**config.mk**
```make
export PLATFORM = sky130hd
export DESIGN_NAME = systolic_mmu_tile
export DESIGN_NICKNAME = d
export VERILOG_FILES = /design/src/rtl/systolic_mmu_tile.sv
export SDC_FILE = /design/constraint.sdc
export NUM_CORES = 2
export LEC_CHECK = 0
export CAP_MARGIN = 20
export CORE_ASPECT_RATIO = 0.75
export CORE_MARGIN = 1
export CORE_UTILIZATION = 25
export DETAILED_ROUTE_END_ITERATION = 16
export PLACE_DENSITY = 0.48
export SLEW_MARGIN = 10
export SYNTH_ARGS = -nofsm -noshare
export SYNTH_HDL_FRONTEND = slang
export SYNTH_SLANG_ARGS = --single-unit
```
**constraint.sdc**
```tcl
create_clock -name clk -period 16.7 [get_ports clk]
set_input_delay 4.175 -clock clk [delete_from_list [all_inputs] [get_ports clk]]
set_output_delay 4.175 -clock clk [all_outputs]
set_load 0.005 [all_outputs]
```
**src/rtl/systolic_mmu_tile.sv**
```systemverilog
// -----------------------------------------------------------------------------
// systolic_mmu_tile
//   ROWS x COLS weight-stationary systolic matrix-multiply tile.
//   A weight matrix is loaded one row per beat. Activation vectors then stream
//   through an input skew, the PE array and an output deskew, so that all COLS
//   dot products of one vector emerge together. In stream mode every vector
//   yields one result beat. In accumulate mode results are summed per column
//   over the job and only the a_last vector yields a beat.
//
// Ports
//   clk, rst            clock (rising edge), asynchronous active-low reset
//   start, i_mode       job start pulse (honoured in IDLE); 0=stream, 1=accumulate
//   busy, done          not-IDLE flag; one-cycle pulse on DRAIN->IDLE
//   w_valid/w_ready     weight row beats, column j = w_data[j*W_W +: W_W]
//   a_valid/a_ready     activation beats, row i = a_data[i*A_W +: A_W], a_last
//   y_valid/y_ready     results, column j = y_data[j*ACC_W +: ACC_W]
//
// Build option
//   SATURATE_EN  defined: PE and accumulator adds saturate to the signed
//                ACC_W range; undefined: all adds wrap modulo 2^ACC_W.
// -----------------------------------------------------------------------------
module systolic_mmu_tile #(
    parameter int ROWS  = 2,
    parameter int COLS  = 2,
    parameter int A_W   = 16,
    parameter int W_W   = 16,
    parameter int ACC_W = 64
) (
    input  logic                  clk,
    input  logic                  rst,
    input  logic                  start,
    input  logic                  i_mode,
    output logic                  busy,
    output logic                  done,
    input  logic                  w_valid,
    output logic                  w_ready,
    input  logic [COLS*W_W-1:0]   w_data,
    input  logic                  a_valid,
    output logic                  a_ready,
    input  logic [ROWS*A_W-1:0]   a_data,
    input  logic                  a_last,
    output logic                  y_valid,
    input  logic                  y_ready,
    output logic [COLS*ACC_W-1:0] y_data
);

    typedef enum logic [1:0] {S_IDLE, S_LOAD_W, S_COMPUTE, S_DRAIN} state_e;

    // Token depth: input register + ROWS+COLS-1 array/deskew stages.
    localparam int D     = ROWS + COLS;
    localparam int CNT_W = (ROWS > 1) ? $clog2(ROWS) : 1;

    state_e                  state_q, state_d;
    logic [CNT_W-1:0]        cnt_q;
    logic                    mode_q;
    logic                    stall, w_hs, a_hs, drain_ok;
    logic [D-1:0]            tok_v_q, tok_l_q;
    logic signed [W_W-1:0]   w_q    [ROWS][COLS];
    logic signed [A_W-1:0]   row_a  [ROWS];
    logic signed [A_W-1:0]   a_in   [ROWS][COLS];
    logic signed [ACC_W-1:0] p_in   [ROWS][COLS];
    logic signed [A_W-1:0]   pe_a_q [ROWS][COLS];
    logic signed [ACC_W-1:0] pe_p_q [ROWS][COLS];
    logic signed [ACC_W-1:0] res    [COLS];
    logic signed [ACC_W-1:0] acc_q  [COLS];
    logic signed [ACC_W-1:0] acc_sum[COLS];
    logic                    y_valid_q;
    logic [COLS*ACC_W-1:0]   y_data_q;

    function automatic logic signed [ACC_W-1:0] add_acc(input logic signed [ACC_W-1:0] x,
                                                        input logic signed [ACC_W-1:0] z);
        logic signed [ACC_W-1:0] s;
        s = x + z;
`ifdef SATURATE_EN
        // Overflow only when both operands share a sign the sum does not.
        if (x[ACC_W-1] == z[ACC_W-1] && s[ACC_W-1] != x[ACC_W-1])
            s = x[ACC_W-1] ? {1'b1, {(ACC_W-1){1'b0}}} : {1'b0, {(ACC_W-1){1'b1}}};
`endif
        return s;
    endfunction

    function automatic logic signed [ACC_W-1:0] mul(input logic signed [A_W-1:0] a,
                                                    input logic signed [W_W-1:0] w);
        logic signed [ACC_W-1:0] ae, we;
        ae = ACC_W'(a);
        we = ACC_W'(w);
        return ae * we;
    endfunction

    // The whole pipe freezes while a presented result is not taken.
    assign stall    = y_valid_q & ~y_ready;
    assign w_hs     = w_valid & w_ready;
    assign a_hs     = a_valid & a_ready;
    assign drain_ok = ~(|tok_v_q) & (~y_valid_q | y_ready);

    // ---------------- control FSM: state register ----------------
    // NOTE: sequential state is always updated with non-blocking assignments.
    always_ff @(posedge clk or negedge rst) begin
        if (!rst) begin
            state_q <= S_IDLE;
            cnt_q   <= '0;
            mode_q  <= 1'b0;
        end else begin
            state_q <= state_d;
            if (state_q == S_IDLE && start) begin
                cnt_q  <= '0;
                mode_q <= i_mode;
            end else if (w_hs) begin
                cnt_q <= cnt_q + 1'b1;
            end
        end
    end

    // ---------------- control FSM: next state ----------------
    // NOTE: every always_comb output gets a default first so no latch is inferred.
    always_comb begin
        state_d = state_q;
        unique case (state_q)
            S_IDLE:    if (start) state_d = S_LOAD_W;
            S_LOAD_W:  if (w_hs && cnt_q == CNT_W'(ROWS-1)) state_d = S_COMPUTE;
            S_COMPUTE: if (a_hs && a_last) state_d = S_DRAIN;
            S_DRAIN:   if (drain_ok) state_d = S_IDLE;
            default:   state_d = S_IDLE;
        endcase
    end

    // ---------------- control FSM: outputs ----------------
    always_comb begin
        busy    = (state_q != S_IDLE);
        w_ready = (state_q == S_LOAD_W);
        a_ready = (state_q == S_COMPUTE) & ~stall;
        done    = (state_q == S_DRAIN) & drain_ok;
    end

    // ---------------- weights ----------------
    // NOTE: array registers are reset explicitly because zeroed weights and pipe contents are part of the reset state.
    always_ff @(posedge clk or negedge rst) begin
        if (!rst) begin
            for (int i = 0; i < ROWS; i++)
                for (int j = 0; j < COLS; j++)
                    w_q[i][j] <= '0;
        end else if (w_hs) begin
            for (int j = 0; j < COLS; j++)
                w_q[cnt_q][j] <= w_data[j*W_W +: W_W];
        end
    end

    // ---------------- token valid/last, aligned with the deskewed output ----------------
    always_ff @(posedge clk or negedge rst) begin
        if (!rst) begin
            tok_v_q <= '0;
            tok_l_q <= '0;
        end else if (!stall) begin
            tok_v_q <= {tok_v_q[D-2:0], a_hs};
            tok_l_q <= {tok_l_q[D-2:0], a_hs & a_last};
        end
    end

    // ---------------- input skew: row i sees its element i cycles later ----------------
    for (genvar i = 0; i < ROWS; i++) begin : g_skew
        logic signed [A_W-1:0] sk_q [i+1];
        always_ff @(posedge clk or negedge rst) begin
            if (!rst) begin
                for (int k = 0; k <= i; k++) sk_q[k] <= '0;
            end else if (!stall) begin
                sk_q[0] <= a_hs ? a_data[i*A_W +: A_W] : '0;
                for (int k = 1; k <= i; k++) sk_q[k] <= sk_q[k-1];
            end
        end
        assign row_a[i] = sk_q[i];
    end

    // ---------------- PE array: activations flow right, psums flow down ----------------
    for (genvar i = 0; i < ROWS; i++) begin : g_row
        for (genvar j = 0; j < COLS; j++) begin : g_col
            if (j == 0) begin : g_a_edge
                assign a_in[i][j] = row_a[i];
            end else begin : g_a_pass
                assign a_in[i][j] = pe_a_q[i][j-1];
            end
            if (i == 0) begin : g_p_edge
                assign p_in[i][j] = '0;
            end else begin : g_p_pass
                assign p_in[i][j] = pe_p_q[i-1][j];
            end
        end
    end

    always_ff @(posedge clk or negedge rst) begin
        if (!rst) begin
            for (int i = 0; i < ROWS; i++)
                for (int j = 0; j < COLS; j++) begin
                    pe_a_q[i][j] <= '0;
                    pe_p_q[i][j] <= '0;
                end
        end else if (!stall) begin
            for (int i = 0; i < ROWS; i++)
                for (int j = 0; j < COLS; j++) begin
                    pe_a_q[i][j] <= a_in[i][j];
                    pe_p_q[i][j] <= add_acc(p_in[i][j], mul(a_in[i][j], w_q[i][j]));
                end
        end
    end

    // ---------------- output deskew: column j delayed COLS-1-j cycles ----------------
    for (genvar j = 0; j < COLS; j++) begin : g_deskew
        localparam int DJ = COLS - 1 - j;
        if (DJ == 0) begin : g_direct
            assign res[j] = pe_p_q[ROWS-1][j];
        end else begin : g_delay
            logic signed [ACC_W-1:0] ds_q [DJ];
            always_ff @(posedge clk or negedge rst) begin
                if (!rst) begin
                    for (int k = 0; k < DJ; k++) ds_q[k] <= '0;
                end else if (!stall) begin
                    ds_q[0] <= pe_p_q[ROWS-1][j];
                    for (int k = 1; k < DJ; k++) ds_q[k] <= ds_q[k-1];
                end
            end
            assign res[j] = ds_q[DJ-1];
        end
        assign acc_sum[j] = add_acc(acc_q[j], res[j]);
    end

    // ---------------- result register and per-column accumulators ----------------
    always_ff @(posedge clk or negedge rst) begin
        if (!rst) begin
            y_valid_q <= 1'b0;
            y_data_q  <= '0;
            for (int j = 0; j < COLS; j++) acc_q[j] <= '0;
        end else begin
            if (!stall) begin
                y_valid_q <= tok_v_q[D-1] & (~mode_q | tok_l_q[D-1]);
                if (tok_v_q[D-1]) begin
                    for (int j = 0; j < COLS; j++) begin
                        if (!mode_q) begin
                            y_data_q[j*ACC_W +: ACC_W] <= res[j];
                        end else if (tok_l_q[D-1]) begin
                            y_data_q[j*ACC_W +: ACC_W] <= acc_sum[j];
                            acc_q[j]                   <= '0;
                        end else begin
                            acc_q[j] <= acc_sum[j];
                        end
                    end
                end
            end
            // A new job always starts from empty accumulators.
            if (state_q == S_IDLE && start)
                for (int j = 0; j < COLS; j++) acc_q[j] <= '0;
        end
    end

    assign y_valid = y_valid_q;
    assign y_data  = y_data_q;

endmodule
```
* After elaboration in Yosys (flattened, before gate mapping)
Cells that the tools add are included.
** Operators by class
- Add/sub/neg operators :: 5
- Multipliers :: 4
- Magnitude comparators :: 2
- Eq/ne operators :: 9
- Muxes and demuxes :: 26
- Bitwise operators :: 16
- Reduce and logical (&&, ||, !) cells :: 13
** Operator list (number)
- two-way mux 64 bit :: 8
- two-way mux 128 bit :: 3
- adder 64 x 32 -> 64 bit :: 2
- adder 64 bit :: 2
- bitwise mux 64 bit :: 2
- multiplier 16 x 16 -> 32 bit :: 4
- demux 32 bit (select 1 bit) :: 2
- two-way mux 16 bit :: 3
- two-way mux 32 bit :: 1
- bitwise AND 1 bit :: 8
- two-way mux 2 bit :: 4
- one-hot mux 2 bit (4 select lines) :: 1
- nonzero test 2 bit :: 4
- != test 2 x 1 -> 1 bit (second input constant) :: 3
- != test 2 bit (second input constant) :: 3
- AND reduction 3 bit :: 2
- inverter 1 bit :: 5
- == test 2 bit (second input constant) :: 2
- logical AND 1 bit :: 4
- AND reduction 4 bit :: 1
- OR reduction 4 bit :: 1
- == test 2 x 1 -> 1 bit (second input constant) :: 1
- >= comparator 2 bit (second input constant) :: 1
- logical NOT 2 bit :: 1
- 5 further kinds :: 7
** Storage, ports and cells
- Register bits after elaboration :: 733
- Input bits :: 72
- Output and inout bits :: 133

* Longest topological paths before layout
- Word-level depth :: 8
- Depth in mapped cells :: 28

* Worst setup path after synthesis
No wires, ideal clock.
- Path type :: input port to output port
- Start point :: input y_ready
- End point :: output a_ready
- Data arrival time :: 5332 ps
- Data required time :: 12525 ps
- Slack :: 7193 ps
- Stages on the path :: 5
- Path buffers :: 3
- Cell sequence :: nand2b_1 > clkbuf_1 > clkbuf_1 > clkbuf_1 > and2_1
** On the way
- Longest elaborated chain between the ends :: 4
** Ends and longest elaborated chain
- start: declaration :: line 43 : input logic y_ready,
- inverter 1 bit :: line 91 : assign stall = y_valid_q & ~y_ready;
- bitwise AND 1 bit :: line 91
- inverter 1 bit (no line)
- bitwise AND 1 bit :: line 131 : a_ready = (state_q == S_COMPUTE) & ~stall;
- end: declaration :: line 39 : output logic a_ready,
Every way passes these cells.

* Worst setup path in the final report
- Start point :: input y_ready
- End point :: output done
** On the way
- Longest elaborated chain between the ends :: 3
** Ends and longest elaborated chain
- bitwise OR 1 bit :: line 94 : assign drain_ok = ~(|tok_v_q) & (~y_valid_q | y_ready);
- bitwise AND 1 bit :: line 94
- bitwise AND 1 bit :: line 132 : done = (state_q == S_DRAIN) & drain_ok;
- end: declaration :: line 34 : output logic done,
Every way passes these cells.

==> flow_metrics.tcl <==
set metrics [dict create \
    finalNonFillerCells 12240 \
    synth_common_cells "1433 x inv_1, 1292 x nand2_1, 1150 x fa_1" \
    clock.fmax_mhz 102.3 \
    syn_avg_cell_area_um2 9.306 \
    floorplan.rows 174 \
    cts_tree "done" \
    status "finished clean" \
    grt_max_degree 145 \
    dieWidth_um 638.2 \
    core_mm2 0.3009 \
    critPathSlowestCell "clkdlybuf4s50_1" \
    clk_latency_ns 0.72 \
    multi_input_area_mm2 0.05236 \
    drt_pre_antenna_iters 5 \
    timing.final.crit_share_pct 58.56 \
    netlist.area_leader.share_pct 30.34 \
    die_h_um 479.1 \
    setup_violations 0 \
    synth-seq-cells 669 \
    crit_required_ns 12.52 \
    crit_buf_inv 2 \
    wirelength_mm 222.9 \
    nNetsFinal 9853 \
    cpLargestDelayFamily "buffers and inverters" \
    gr-usage-met1_pct 21.94 \
    use_met2_pct 21.69 \
    cp_cell_sequence "clkdlybuf4s50_1 > nand2b_4 > and3_1 > clkdlybuf4s50_1" \
    drc 0 \
    ant_nets 0 \
    synth.area.top_cells "fa_1 30%, dfrtp_1 22%, ha_1 8.3%, inv_1 7.1%, nand2_1 6.4%" \
    worstPathArrival_ns 5.60 \
    max_stage_delay_ns 0.53 \
    grt_pass1_wl_mm 347.6 \
    yosys.area.top_type "fa_1" \
    fin_worst_skew_ns 0.05088 \
    path_clk_slew_ns 0.06 \
    register_area_mm2 0.01674 \
    top_usage_layer "met1" \
    cts_setup_buffers 0 \
    grt.total_usage_pct 14.57 \
    placedCellCount 12090 \
    cp-end-kind "output pin" \
    overflow 0 \
    root_buffer "clkbuf_16" \
    cp_max_fo 6 \
    via_per_inst 4.505 \
    ys_async_sr_fraction_pct 100.0 \
    rsz0062_at_grt "no" \
    period_needed_ns 9.780 \
    htree_levels 3 \
    grtUsageMet3_pct 2.457 \
    cts_sinks 669 \
    numCtsBuffers 82 \
    slew_headroom_pct 26.82 \
    wl_per_cell_um 18.21 \
    ctsResizeCount 0 \
    dp.final_hpwl_mm 175.9 \
    timing.setup.tns_ns 0 \
    worstHoldPathType "flop to flop" \
    synth-main-ff-cell "dfrtp_1" \
    cts_hold_buf 0 \
    grt_pass1_vias 57410 \
    crit_type "primary input to output pin" \
    synth.distinct_cells 93 \
    vias 55150 \
    hold_viol 0 \
    globalplace.congestion 0.8728 \
    antenna_found_initial 14 \
    yosysMostFrequentCell "inv_1" \
    synth_seq_area_share_pct 22.06 \
    port_buffers 204 \
    final_max_slew_viol_count 0 \
    die-area_mm2 0.3057 \
    drive_above_1_share_pct 4.102 \
    crit_path_start_kind "primary input" \
    area_delta_synth_final_pct 11.92 \
    tightest_slew_ns 1.098 \
    synth_edf_count 0 \
    cp_common_cell "clkdlybuf4s50_1" \
    cts.path.max_buffers 3 \
    netlist_instances 8154 \
    syn_nets 9881 \
    num-fill-cells 32060 \
    syn-cell-area_mm2 0.07588 \
    ys_warn_count 0 \
    drv_cap 0 \
    dr.first_iter.drc_count 3531 \
    pin_count 205 \
    start_util_pct 25.22 \
]
path summary, 6_finish.rpt:
| kind | from | endpoint | slack (ns) | depth (start not counted) |
|---|---|---|---|---|
| hold reg to reg | a_in[27] | a_in[27] | 0.46 | 2 |
| setup reg to reg | w_q[17] | pe_p_q[99] | 8.86 | 24 |
| min in group asynchronous | rst | acc_q[124] | 3.47 | 1 |
| setup / recovery | y_ready | done | 6.92 | 4 |
| max in group asynchronous | rst | g_skew[0].sk_q[1] | 10.95 | 3 |
| hold / removal | a_in[27] | a_in[27] | 0.46 | 2 |
state kept, by name, indices dropped and copies added, names as in the netlist, 32 cells and up:
register	flops
acc_q	128
g_skew.sk_q	32
a_in	48
y_data	128
w_q	64
pe_p_q	128
p_in	64
g_deskew.g_delay.ds_q	64
worst reg2reg max path, stage by stage (launching register included):
cell      delay [ns]
dfrtp_1         0.64
nand2_1         0.30
inv_1           0.10
fa_1            0.69
inv_1           0.14
fa_1            0.94
fa_1            0.52
inv_1           0.11
fa_1            0.41
fa_1            0.49
inv_1           0.05
fa_1            0.48
inv_1           0.05
ha_1            0.36
a21oi_1         0.20
o21bai_1        0.08
a21o_1          0.22
a21o_1          0.18
a21oi_1         0.14
o21bai_1        0.08
a21oi_1         0.36
o21ai_0         0.25
or4b_2          0.64
mux2i_1         0.17
a311oi_1        0.07
metrics by stage:
stage	setup slack (ns)	util [%]	cell area [um^2]	hold WS (ns)
after global placement	6.870	27.28	82070	0.4500
final	6.920	28.23	84920	0.4649
after detailed placement	6.902	27.28	82070	0.4568
after CTS	6.902	28.22	84890	0.4704
after global routing	6.857	28.23	84920	0.4913
after floorplan	7.193	-	75880	0.4300
cells by family (layout without fill, tap and decap cells):
group           after synthesis  in the layout  share of synthesized area [%]
simple gates               2338           2338                          14.09
buf+inv                    1810           1847                          9.003
fa+ha+maj                  1655           1655                          38.67
compound gates             1289           1289                          11.28
flops                       669            669                          22.06
xor+xnor                    234            234                          2.701
mux                         159            159                          2.203
other cells                   0              2                              0
metal layers:
layer  up-vias  part of all wire [%]  routed length (um)
li1      25580                     -                   -
met1     28000                    50              111700
met2      1356                    42               93850
met3       214                   5.6               12540
met4         0                   2.2                4797
met5         -                     0                   0
cell usage in the layout, fill, tap and decap left out, types with 13 or more instances in the layout:
cell type,n
clkbuf_16,82
a31oi_1,35
fa_1,1150
nor2b_1,21
o21ai_1,36
a21o_1,152
o21a_1,61
nand3_1,61
xnor2_1,141
a22o_1,136
ha_1,505
nand2_1,1292
nor2_1,247
a21boi_0,13
nand2b_1,44
inv_1,1432
a211oi_1,29
o21bai_1,61
o31ai_1,19
o211ai_1,15
clkdlybuf4s50_1,203
and3_1,50
xor2_1,93
a21oi_1,348
dfrtp_1,668
buf_4,57
o21ai_0,259
and2_1,465
mux2i_1,95
mux2_2,64
nor3_1,60
nand4_1,33
clkbuf_1,15
layout make-up:
cell class,instances,share of cell area (%)
Timing Repair Buffer,264,2.994
Inverter,1434,6.338
Sequential cell,669,19.72
Tap cell,4048,5.964
Clock inverter,40,0.6468
Multi-Input combinational cell,5675,61.66
Clock buffer,109,2.677
Antenna cell,2,0.005893
Power is left out: the tool's default activity adds up to more than one toggle a clock period on the data nets, which glitch-free logic cannot reach.
